File: src/rtl/serial_tx.sv
// -----------------------------------------------------------------------------
// serial_tx
//
// Parallel-to-serial transmitter for the single-wire serial link.
//
// A word is accepted from local logic over a valid/ready handshake. It is then
// sent as one frame: a start bit (0), the data bits LSB-first, and a stop bit
// (1). Every bit cell lasts CLKS_PER_BIT clock cycles. The line idles high.
//
// Optional feature:
//   SERIAL_TX_PARITY_EN - when defined, an even-parity cell is inserted
//                         between the last data bit and the stop bit.
//
// Parameters:
//   DATA_WIDTH   - bits per word (>= 1)
//   CLKS_PER_BIT - clock cycles per bit cell (>= 1)
//
// Ports:
//   clk        in   single clock; all state updates on the rising edge
//   reset      in   asynchronous, active-high reset
//   tx_data    in   word to send; sampled only when the word is accepted
//   tx_valid   in   request to send tx_data
//   tx_ready   out  high only while idle (a word can be accepted)
//   tx_serial  out  registered serial line; idles high
//   tx_busy    out  high from the cycle after accept until the frame ends
//   tx_done    out  one-cycle pulse in the first idle cycle after the stop bit
// -----------------------------------------------------------------------------
module serial_tx #(
    parameter int DATA_WIDTH   = 8,
    parameter int CLKS_PER_BIT = 4
) (
    input  logic                  clk,
    input  logic                  reset,
    input  logic [DATA_WIDTH-1:0] tx_data,
    input  logic                  tx_valid,
    output logic                  tx_ready,
    output logic                  tx_serial,
    output logic                  tx_busy,
    output logic                  tx_done
);

    // Counter widths, kept at least one bit wide so degenerate parameters
    // (one bit per word, one cycle per cell) still elaborate.
    localparam int CYC_W = (CLKS_PER_BIT > 1) ? $clog2(CLKS_PER_BIT) : 1;
    localparam int BIT_W = (DATA_WIDTH   > 1) ? $clog2(DATA_WIDTH)   : 1;

    localparam logic [CYC_W-1:0] CYC_LAST = CYC_W'(CLKS_PER_BIT - 1);
    localparam logic [BIT_W-1:0] BIT_LAST = BIT_W'(DATA_WIDTH - 1);

`ifdef SERIAL_TX_PARITY_EN
    typedef enum logic [2:0] {
        ST_IDLE   = 3'd0,
        ST_START  = 3'd1,
        ST_DATA   = 3'd2,
        ST_PARITY = 3'd3,
        ST_STOP   = 3'd4
    } state_t;
`else
    typedef enum logic [2:0] {
        ST_IDLE  = 3'd0,
        ST_START = 3'd1,
        ST_DATA  = 3'd2,
        ST_STOP  = 3'd4
    } state_t;
`endif

    state_t                  state_r;
    state_t                  state_next_s;
    logic [CYC_W-1:0]        cyc_r;
    logic [CYC_W-1:0]        cyc_next_s;
    logic [BIT_W-1:0]        bit_r;
    logic [BIT_W-1:0]        bit_next_s;
    logic [DATA_WIDTH-1:0]   shift_r;
    logic [DATA_WIDTH-1:0]   shift_next_s;
    logic                    serial_r;
    logic                    serial_next_s;
    logic                    busy_r;
    logic                    busy_next_s;
    logic                    done_r;
    logic                    done_next_s;
    logic                    accept_s;
    logic                    cell_end_s;

`ifdef SERIAL_TX_PARITY_EN
    logic                    parity_r;
    logic                    parity_next_s;

    // Even parity: the parity bit makes the total count of ones even.
    function automatic logic even_parity(input logic [DATA_WIDTH-1:0] word);
        return ^word;
    endfunction
`endif

    assign tx_ready   = (state_r == ST_IDLE);
    assign accept_s   = tx_valid && tx_ready;
    assign cell_end_s = (cyc_r == CYC_LAST);

    assign tx_serial  = serial_r;
    assign tx_busy    = busy_r;
    assign tx_done    = done_r;

    // Next-state, counter, shift register and line-value logic.
    always_comb begin
        state_next_s  = state_r;
        cyc_next_s    = cyc_r;
        bit_next_s    = bit_r;
        shift_next_s  = shift_r;
        done_next_s   = 1'b0;
        serial_next_s = 1'b1;
`ifdef SERIAL_TX_PARITY_EN
        parity_next_s = parity_r;
`endif

        case (state_r)
            ST_IDLE: begin
                cyc_next_s = {CYC_W{1'b0}};
                bit_next_s = {BIT_W{1'b0}};
                if (accept_s) begin
                    state_next_s  = ST_START;
                    shift_next_s  = tx_data;
`ifdef SERIAL_TX_PARITY_EN
                    parity_next_s = even_parity(tx_data);
`endif
                end else begin
                    state_next_s = ST_IDLE;
                end
            end

            ST_START: begin
                if (cell_end_s) begin
                    state_next_s = ST_DATA;
                    cyc_next_s   = {CYC_W{1'b0}};
                end else begin
                    cyc_next_s = cyc_r + CYC_W'(1);
                end
            end

            ST_DATA: begin
                if (cell_end_s) begin
                    cyc_next_s   = {CYC_W{1'b0}};
                    shift_next_s = shift_r >> 1'b1;
                    if (bit_r == BIT_LAST) begin
                        bit_next_s = {BIT_W{1'b0}};
`ifdef SERIAL_TX_PARITY_EN
                        state_next_s = ST_PARITY;
`else
                        state_next_s = ST_STOP;
`endif
                    end else begin
                        bit_next_s = bit_r + BIT_W'(1);
                    end
                end else begin
                    cyc_next_s = cyc_r + CYC_W'(1);
                end
            end

`ifdef SERIAL_TX_PARITY_EN
            ST_PARITY: begin
                if (cell_end_s) begin
                    state_next_s = ST_STOP;
                    cyc_next_s   = {CYC_W{1'b0}};
                end else begin
                    cyc_next_s = cyc_r + CYC_W'(1);
                end
            end
`endif

            ST_STOP: begin
                if (cell_end_s) begin
                    state_next_s = ST_IDLE;
                    cyc_next_s   = {CYC_W{1'b0}};
                    done_next_s  = 1'b1;
                end else begin
                    cyc_next_s = cyc_r + CYC_W'(1);
                end
            end

            default: begin
                state_next_s = ST_IDLE;
                cyc_next_s   = {CYC_W{1'b0}};
                bit_next_s   = {BIT_W{1'b0}};
            end
        endcase

        // The line register is loaded with the value belonging to the state
        // being entered, so the start bit appears on the very edge of accept.
        case (state_next_s)
            ST_IDLE:   serial_next_s = 1'b1;
            ST_START:  serial_next_s = 1'b0;
            ST_DATA:   serial_next_s = shift_next_s[0];
`ifdef SERIAL_TX_PARITY_EN
            ST_PARITY: serial_next_s = parity_next_s;
`endif
            ST_STOP:   serial_next_s = 1'b1;
            default:   serial_next_s = 1'b1;
        endcase

        busy_next_s = (state_next_s != ST_IDLE);
    end

    // FSM state, cycle/bit counters and shift register.
    always_ff @(posedge clk or posedge reset) begin
        if (reset) begin
            state_r <= ST_IDLE;
            cyc_r   <= {CYC_W{1'b0}};
            bit_r   <= {BIT_W{1'b0}};
            shift_r <= {DATA_WIDTH{1'b0}};
        end else begin
            state_r <= state_next_s;
            cyc_r   <= cyc_next_s;
            bit_r   <= bit_next_s;
            shift_r <= shift_next_s;
        end
    end

`ifdef SERIAL_TX_PARITY_EN
    // Parity of the accepted word, captured once per frame.
    always_ff @(posedge clk or posedge reset) begin
        if (reset) begin
            parity_r <= 1'b0;
        end else begin
            parity_r <= parity_next_s;
        end
    end
`endif

    // Registered outputs: glitch-free line, busy flag and done pulse.
    always_ff @(posedge clk or posedge reset) begin
        if (reset) begin
            serial_r <= 1'b1;
            busy_r   <= 1'b0;
            done_r   <= 1'b0;
        end else begin
            serial_r <= serial_next_s;
            busy_r   <= busy_next_s;
            done_r   <= done_next_s;
        end
    end

endmodule

File: config.mk
export PLATFORM = sky130hd
export DESIGN_NAME = serial_tx
export DESIGN_NICKNAME = d
export VERILOG_FILES = /design/src/rtl/serial_tx.sv
export SDC_FILE = /design/constraint.sdc
export NUM_CORES = 1
export LEC_CHECK = 0
export BUFFER_PORTS_ARGS = -buffer_cell sky130_fd_sc_hd__buf_2
export CORE_MARGIN = 1
export CORE_UTILIZATION = 53
export DETAILED_ROUTE_END_ITERATION = 7
export GPL_TIMING_DRIVEN = 1
export MAX_ROUTING_LAYER = met4
export PLACE_DENSITY = 0.76
export SYNTH_ARGS = -nofsm -noshare
export SYNTH_HDL_FRONTEND = slang
export SYNTH_SLANG_ARGS = --single-unit
File: constraint.sdc
create_clock -name clk -period 2.3 [get_ports clk]
set_clock_uncertainty 0.05 [all_clocks]
set_input_delay 0.115 -clock clk [delete_from_list [all_inputs] [get_ports clk]]
set_output_delay 0.115 -clock clk [all_outputs]
set_load 0.05 [all_outputs]
==> impl_results.md, run 1 <==
- Share of the synthesized area in the top cell type: 49.0%
- Worst-path clk slew: 0.10 ns
- DIE HEIGHT: 43.7 µm
- Vias in the first global route: 667
- RSZ-0062 raised after global routing: false
- R2r worst-path depth: 5
- First-pass GRT wire length: 3030 µm
- Tmin final: 1.93 ns
- Netlist Area Pre-Place: 920 µm²
- Via count: 698
- Met3 routed WL: 66 µm
- Drt drc: 1
- Post CTS Setup Buffer Count: 0
- Uppermost layer routed: met4
- P_int: 0.706 mW
- Post-synth cell types: 30
- Initial antenna violation count: 0
- WP data arrival: 2.09 ns
- Port bufs: 14
- CP peak stage delay: 0.43 ns
- Site Rows: 14
- Worst-path cell chain: ha_1 > nand2_1 > a211o_4 > a222oi_1 > a21oi_1
- Slowest CP cell: a222oi_1
- Worst path bufs/invs: 0
- Multi-input logic area: 370 µm²
- Most area-hungry cell type in the Yosys netlist: dfrtp_1
- Leak: 0.525 nW
- Setup TNS: 0 ns
- Final setup violation count: 0
- Outcome: complete, but fails checks
- Avg Synthesized Cell Area: 11.1 µm²
- Register Area: 477 µm²
- Max-Cap Viols: 0
- Comb pwr share: 38.7%
- Ys Warns: 0
- Switching power total: 0.450 mW
- Sink Count: 19
- CP max FO: 8
- Hold Path Stages: 3
- Antenna cells: 0
- Clock Power Share: 14.1%
- Total Nets Final: 118
- P&R area growth vs syn: 15.9%
- Post-DP HPWL: 1160 µm
- Async S/R FF share, synth: 100%
- Initial core utilization: 59.0%
- CORE AREA: 1560 µm²
- Most common cell after layout, fill and taps aside: dfrtp_1
- H-tree Lvls: 1
- IO Pins: 15
- Ys flop type: dfrtp_1
- Sw Share: 39.0%
- Fmax: 519 MHz
- Layout cell share with drive strength beyond 1: 23.3%
- CTS max path bufs: 2
- Crit path launch type: flip-flop
- Wire per inst: 14.4 µm
- Post-synth EDFFs: 0
- Worst r2r dst: tx_serial$_DFF_PP1_
- Final wirelength: 1720 µm
- Wl on met1: 816 µm
- R2r setup slk: 0.37 ns
- CP Capture Type: flip-flop
- Worst Path Required: 2.46 ns
- Gpl congestion: 0.749
- Most frequent cells in the layout: dfrtp_1 (18), buf_2 (14), inv_1 (12), a222oi_1 (7)
- WS Path Type: reg2reg
- Die width: 43.7 µm
- First-pass detailed-route iteration total: 6
- Iter 0 DRT Violations: 41
- Flop pwr share: 47.2%
- Filler cells: 127
- Clk_lat worst skew: 0.29 ns
- Largest cells by area after synthesis: dfrtp_1 (49%), a222oi_1 (7.6%), inv_1 (4.9%), ha_1 (4.1%), dfstp_2 (2.9%)
- Number of buffers created by CTS: 3
- Power per cell area: 1080 nW/µm²
- Worst Hold End: shift_r[4]$_DFFE_PP0P_
- Crit. path cell count: 5
- Post-synthesis sequential area ratio: 51.8%
- Failing checks: DRC
- Die ar.: 1910 µm²
- Gate Count Post-Synth: 83
- Worst reg2reg startpoint: cyc_r[0]$_DFF_PP0_
- Met2 WL: 823 µm
- CTS tree: yes
- Hold Path Origin: tx_data[4]
- Synth Net Count: 97
- Final Max Tran Viols: 0
- Grt ovf: 0
- Crit path max-delay family: compound AO/OA/AOI/OAI gates
- Synth Register Bits: 19
- GRT Resource Usage Total: 22.5%
- Worst slew margin: 52.7%
- Worst vdd ir: 798 µV
- Hold Path Class: in2reg
- Final Hold Fails: 0
- Slew @ Worst Pin: 0.708 ns
- Vias/cell: 5.87
- Total power: 1.16 mW
- Post-route ant nets: 0
- Largest net degree at the start of global routing: 20
- Root Driver: clkbuf_4
- Final Cycle Share: 83.8%
-- final cells by class --
cell class,instances,area share (%)
flip-flops and latches,19,44.7
repair buffers,20,12.0
inverters,12,4.23
multi-input cells,48,34.7
well taps,16,1.88
clock buffers,4,2.46
-- state kept, by name, summed over array words and instances (netlist names) --
signal / cells
tx_done: 1
shift_r: 8
state_r: 3
tx_serial: 1
bit_r: 3
cyc_r: 2
tx_busy: 1
-- worst max path at each step --
stage,start,endpoint
after floorplan,state_r[2]$_DFF_PP0_,tx_ready
after global placement,cyc_r[0]$_DFF_PP0_,tx_serial$_DFF_PP1_
after detailed placement,cyc_r[0]$_DFF_PP0_,tx_serial$_DFF_PP1_
after CTS,cyc_r[0]$_DFF_PP0_,tx_serial$_DFF_PP1_
after global routing,cyc_r[0]$_DFF_PP0_,shift_r[0]$_DFF_PP0_
final,cyc_r[0]$_DFF_PP0_,tx_serial$_DFF_PP1_
-- power groups by stage --
stage | logic (mW) | clock network (mW) | registers (mW)
after floorplan | 0.355 | 0 | 0.557
after global placement | 0.427 | 0 | 0.545
after detailed placement | 0.438 | 0 | 0.549
after CTS | 0.449 | 0.167 | 0.545
after global routing | 0.498 | 0.179 | 0.561
final | 0.447 | 0.164 | 0.546
-- worst min-delay path, delay by kind of cell --
kind            cells  cell delay, ns
buf+inv             2            0.13
compound gates      1            0.07
-- cells in the mapped netlist (all sizes together), types with 2 or more instances --
cell type  number
nor2            5
buf             3
dfrtp          18
nand2           4
a21oi           2
nor4b           2
nor3            5
mux2            2
nand2b          2
o21ai           3
a222oi          7
a22oi           3
inv            12
ha              3
-- logic make-up (layout without fill, tap and decap cells) --
group | Yosys count | in the layout | synth area share, %
AO/OA/AOI/OAI | 21 | 21 | 19.3
adder cells (fa/ha/maj) | 3 | 3 | 4.08
buffers and inverters | 16 | 36 | 7.89
flip-flops | 19 | 19 | 51.8
multiplexers | 3 | 3 | 3.54
AND/OR/NAND/NOR | 21 | 21 | 13.3
-- metrics by stage --
stage               hold WS, ns  utilization [%]  cells  instance area, µm²  worst slack, ns
floorplan                0.0154                -     83                 920            0.428
global placement          0.200             63.5    110                 990            0.498
detailed placement        0.209             63.5    110                 990            0.391
CTS                     0.00243             67.7    118                1060            0.370
global route             0.0157             68.4    119                1070            0.224
finish                  0.00935             68.4    119                1070            0.373
-- routing by layer --
layer / vias up / global-route usage, %
li1: 342 / -
met1: 336 / 31.5
met2: 18 / 33.1
met3: 2 / 3.75
met4: 0 / 7.50
met5: - / -
-- timing repair --
item / CTS / global route
resized for setup: 0 / 0
hold endpoints to repair: 21 / 1
hold buffers: 4 / 1
Note: power is estimated with default switching activity, not from simulation.
==> inputs of run 2 (changes only) <==
==> constraint.sdc (replaced) <==
create_clock -name clk -period 1.9 [get_ports clk]
set_clock_uncertainty 0.05 [all_clocks]
set_input_delay 0.095 -clock clk [delete_from_list [all_inputs] [get_ports clk]]
set_output_delay 0.095 -clock clk [all_outputs]
set_load 0.05 [all_outputs]
==> impl_results.md, run 2 (synthesis gave the netlist of run 1 again) <==
- Outcome: complete, but fails checks
- Failing checks: DRC
- Final Max Tran Viols: 0 (unchanged)
- Worst vdd ir: 995 µV (+25%)
- Drt drc: 1 (unchanged)
- Initial antenna violation count: 0 (unchanged)
- Hold Path Class: in2reg
- Die width: 43.7 µm (unchanged)
- Area after DPL: 997 µm² (+0.76%)
- Slew @ Worst Pin: 0.690 ns (-0.0185 ns)
- Layout cell share with drive strength beyond 1: 26.2% (+2.9 points)
- WS Path Type: reg2reg
- CTS max path bufs: 2 (unchanged)
- Fmax: 552 MHz (+6.4%)
- CORE AREA: 1560 µm² (unchanged)
- R2r worst-path depth: 5 (unchanged)
- Iter 0 DRT Violations: 48 (+17%)
- IO Pins: 15 (unchanged)
- Largest register FFs: 8 (unchanged)
- CP Capture Type: flip-flop
- Final setup violation count: 0 (unchanged)
- Die ar.: 1910 µm² (unchanged)
- Max-Cap Viols: 0 (unchanged)
- Port bufs: 14 (unchanged)
- Largest Register: shift_r
- H-tree Lvls: 1 (unchanged)
- Post-route ant nets: 0 (unchanged)
- Register Area: 478 µm² (+0.26%)
- Worst reg2reg startpoint: cyc_r[0]$_DFF_PP0_
- P&R area growth vs syn: 20.8%
- Gpl congestion: 0.776 (+3.6%)
- Crit path launch type: flip-flop
- Vias/cell: 6.09 (+3.8%)
- Most frequent cells in the layout: dfrtp_1 (17), buf_2 (14), inv_1 (12), dlygate4sd3_1 (8), a222oi_1 (7)
- Worst-path clk slew: 0.11 ns (about the same)
- Multi-input logic area: 375 µm² (+1.4%)
- Via count: 749 (+7.3%)
- Antenna cells: 0 (unchanged)
- Hold Path Origin: tx_data[0]
- Grt ovf: 0 (unchanged)
- CTS tree: yes
- Total Nets Final: 122 (+3.4%)
- Final Hold Fails: 0 (unchanged)
- Sink Count: 19 (unchanged)
- RSZ-0062 raised after global routing: false
- Filler cells: 112 (-12%)
- Most common cell after layout, fill and taps aside: dfrtp_1
- Post-DP HPWL: 1240 µm (+6.9%)
- Final Cycle Share: 95.4% (+12 points)
- R2r setup slk: 0.09 ns (-0.28 ns)
- Initial core utilization: 59.0% (unchanged)
- Clk_lat worst skew: 0.31 ns (+0.02 ns)
- Worst slew margin: 54.0% (+1.3 points)
- Tmin final: 1.81 ns (-0.115 ns)
- Regs by FF count: shift_r (8), bit_r (3), state_r (3)
- First-pass GRT wire length: 2980 µm (-1.6%)
- Worst r2r dst: tx_serial$_DFF_PP1_
- Setup TNS: 0 ns (unchanged)
- Power per cell area: 1310 nW/µm² (+21%)
- Post CTS Setup Buffer Count: 0 (unchanged)
- Final wirelength: 1850 µm (+7.7%)
- Largest net degree at the start of global routing: 20 (unchanged)
- First-pass detailed-route iteration total: 7 (+1)
- Final Instance Area: 1110 µm² (+4.2%)
- Leak: 0.545 nW (+3.9%)
- DIE HEIGHT: 43.7 µm (unchanged)
- Number of buffers created by CTS: 3 (unchanged)
- Root Driver: clkbuf_4
- Worst Hold End: shift_r[0]$_DFF_PP0_
- GRT Resource Usage Total: 22.2% (-0.26 points)
- Worst Path Required: 2.08 ns (-0.38 ns)
- Hold Path Stages: 3 (unchanged)
- CP max FO: 8 (unchanged)
- Site Rows: 14 (unchanged)
- Vias in the first global route: 713 (+6.9%)
- WP data arrival: 1.99 ns (-0.10 ns)
- Wire per inst: 15.0 µm (+4.2%)
run 2: power breakdown:
part / leakage (nW) / internal [mW] / total, mW / switching (mW)
combinational: 0.290 / 0.239 / 0.570 / 0.330
sequential: 0.238 / 0.551 / 0.673 / 0.122
clock: 0.0177 / 0.0788 / 0.212 / 0.134
run 2: worst max path at each step:
stage                                    start                   to  depth (start not counted)
after CTS                 state_r[1]$_DFF_PP0_  tx_serial$_DFF_PP1_                          4
final                       cyc_r[0]$_DFF_PP0_  tx_serial$_DFF_PP1_                          5
after detailed placement  state_r[1]$_DFF_PP0_  tx_serial$_DFF_PP1_                          4
after floorplan           state_r[2]$_DFF_PP0_             tx_ready                          2
after global routing        cyc_r[0]$_DFF_PP0_  tx_serial$_DFF_PP1_                          5
after global placement    state_r[1]$_DFF_PP0_  tx_serial$_DFF_PP1_                          4
run 2: layout make-up:
class,count,area share (%)
flip-flops and latches,19,43.0
well taps,16,1.80
clock inverters,1,0.450
clock buffers,3,2.03
inverters,12,4.05
repair buffers,24,14.9
multi-input cells,48,33.8
run 2: metal layers:
metal / global-route usage, % / share of wire [%] / vias to the layer above
li1: - / - / 351
met1: 27.5 / 44 / 369
met2: 36.7 / 50 / 26
met3: 3.75 / 4.5 / 3
met4: 7.50 / 1.2 / 0
met5: - / 0 / -
run 2: per-stage QoR:
stage	hold slack (ns)	power, mW	setup WS (ns)	utilization (%)	cells
5_1_grt	0.0189	1.53	0.0165	71.3	123
4_1_cts	0.0213	1.44	0.0584	70.9	123
3_3_place_gp	0.180	1.20	0.167	64.0	111
6_report	0.0165	1.46	0.0878	71.3	123
3_5_place_dp	0.196	1.22	0.0672	64.0	111
2_1_floorplan	-0.00461	1.10	0.0481	-	83
run 2: repair_timing:
item                                   CTS  global route
endpoints found under the hold margin   25             0
gates resized for setup                  0             2
setup endpoints to repair                0             2
hold buffers                             8             0
run 2: critical path: stages, from the launching register on:
cell and delay (ns):
dfrtp_1 0.38, ha_1 0.17, nand2_1 0.14, a211o_4 0.40
a222oi_1 0.48, a21oi_1 0.12
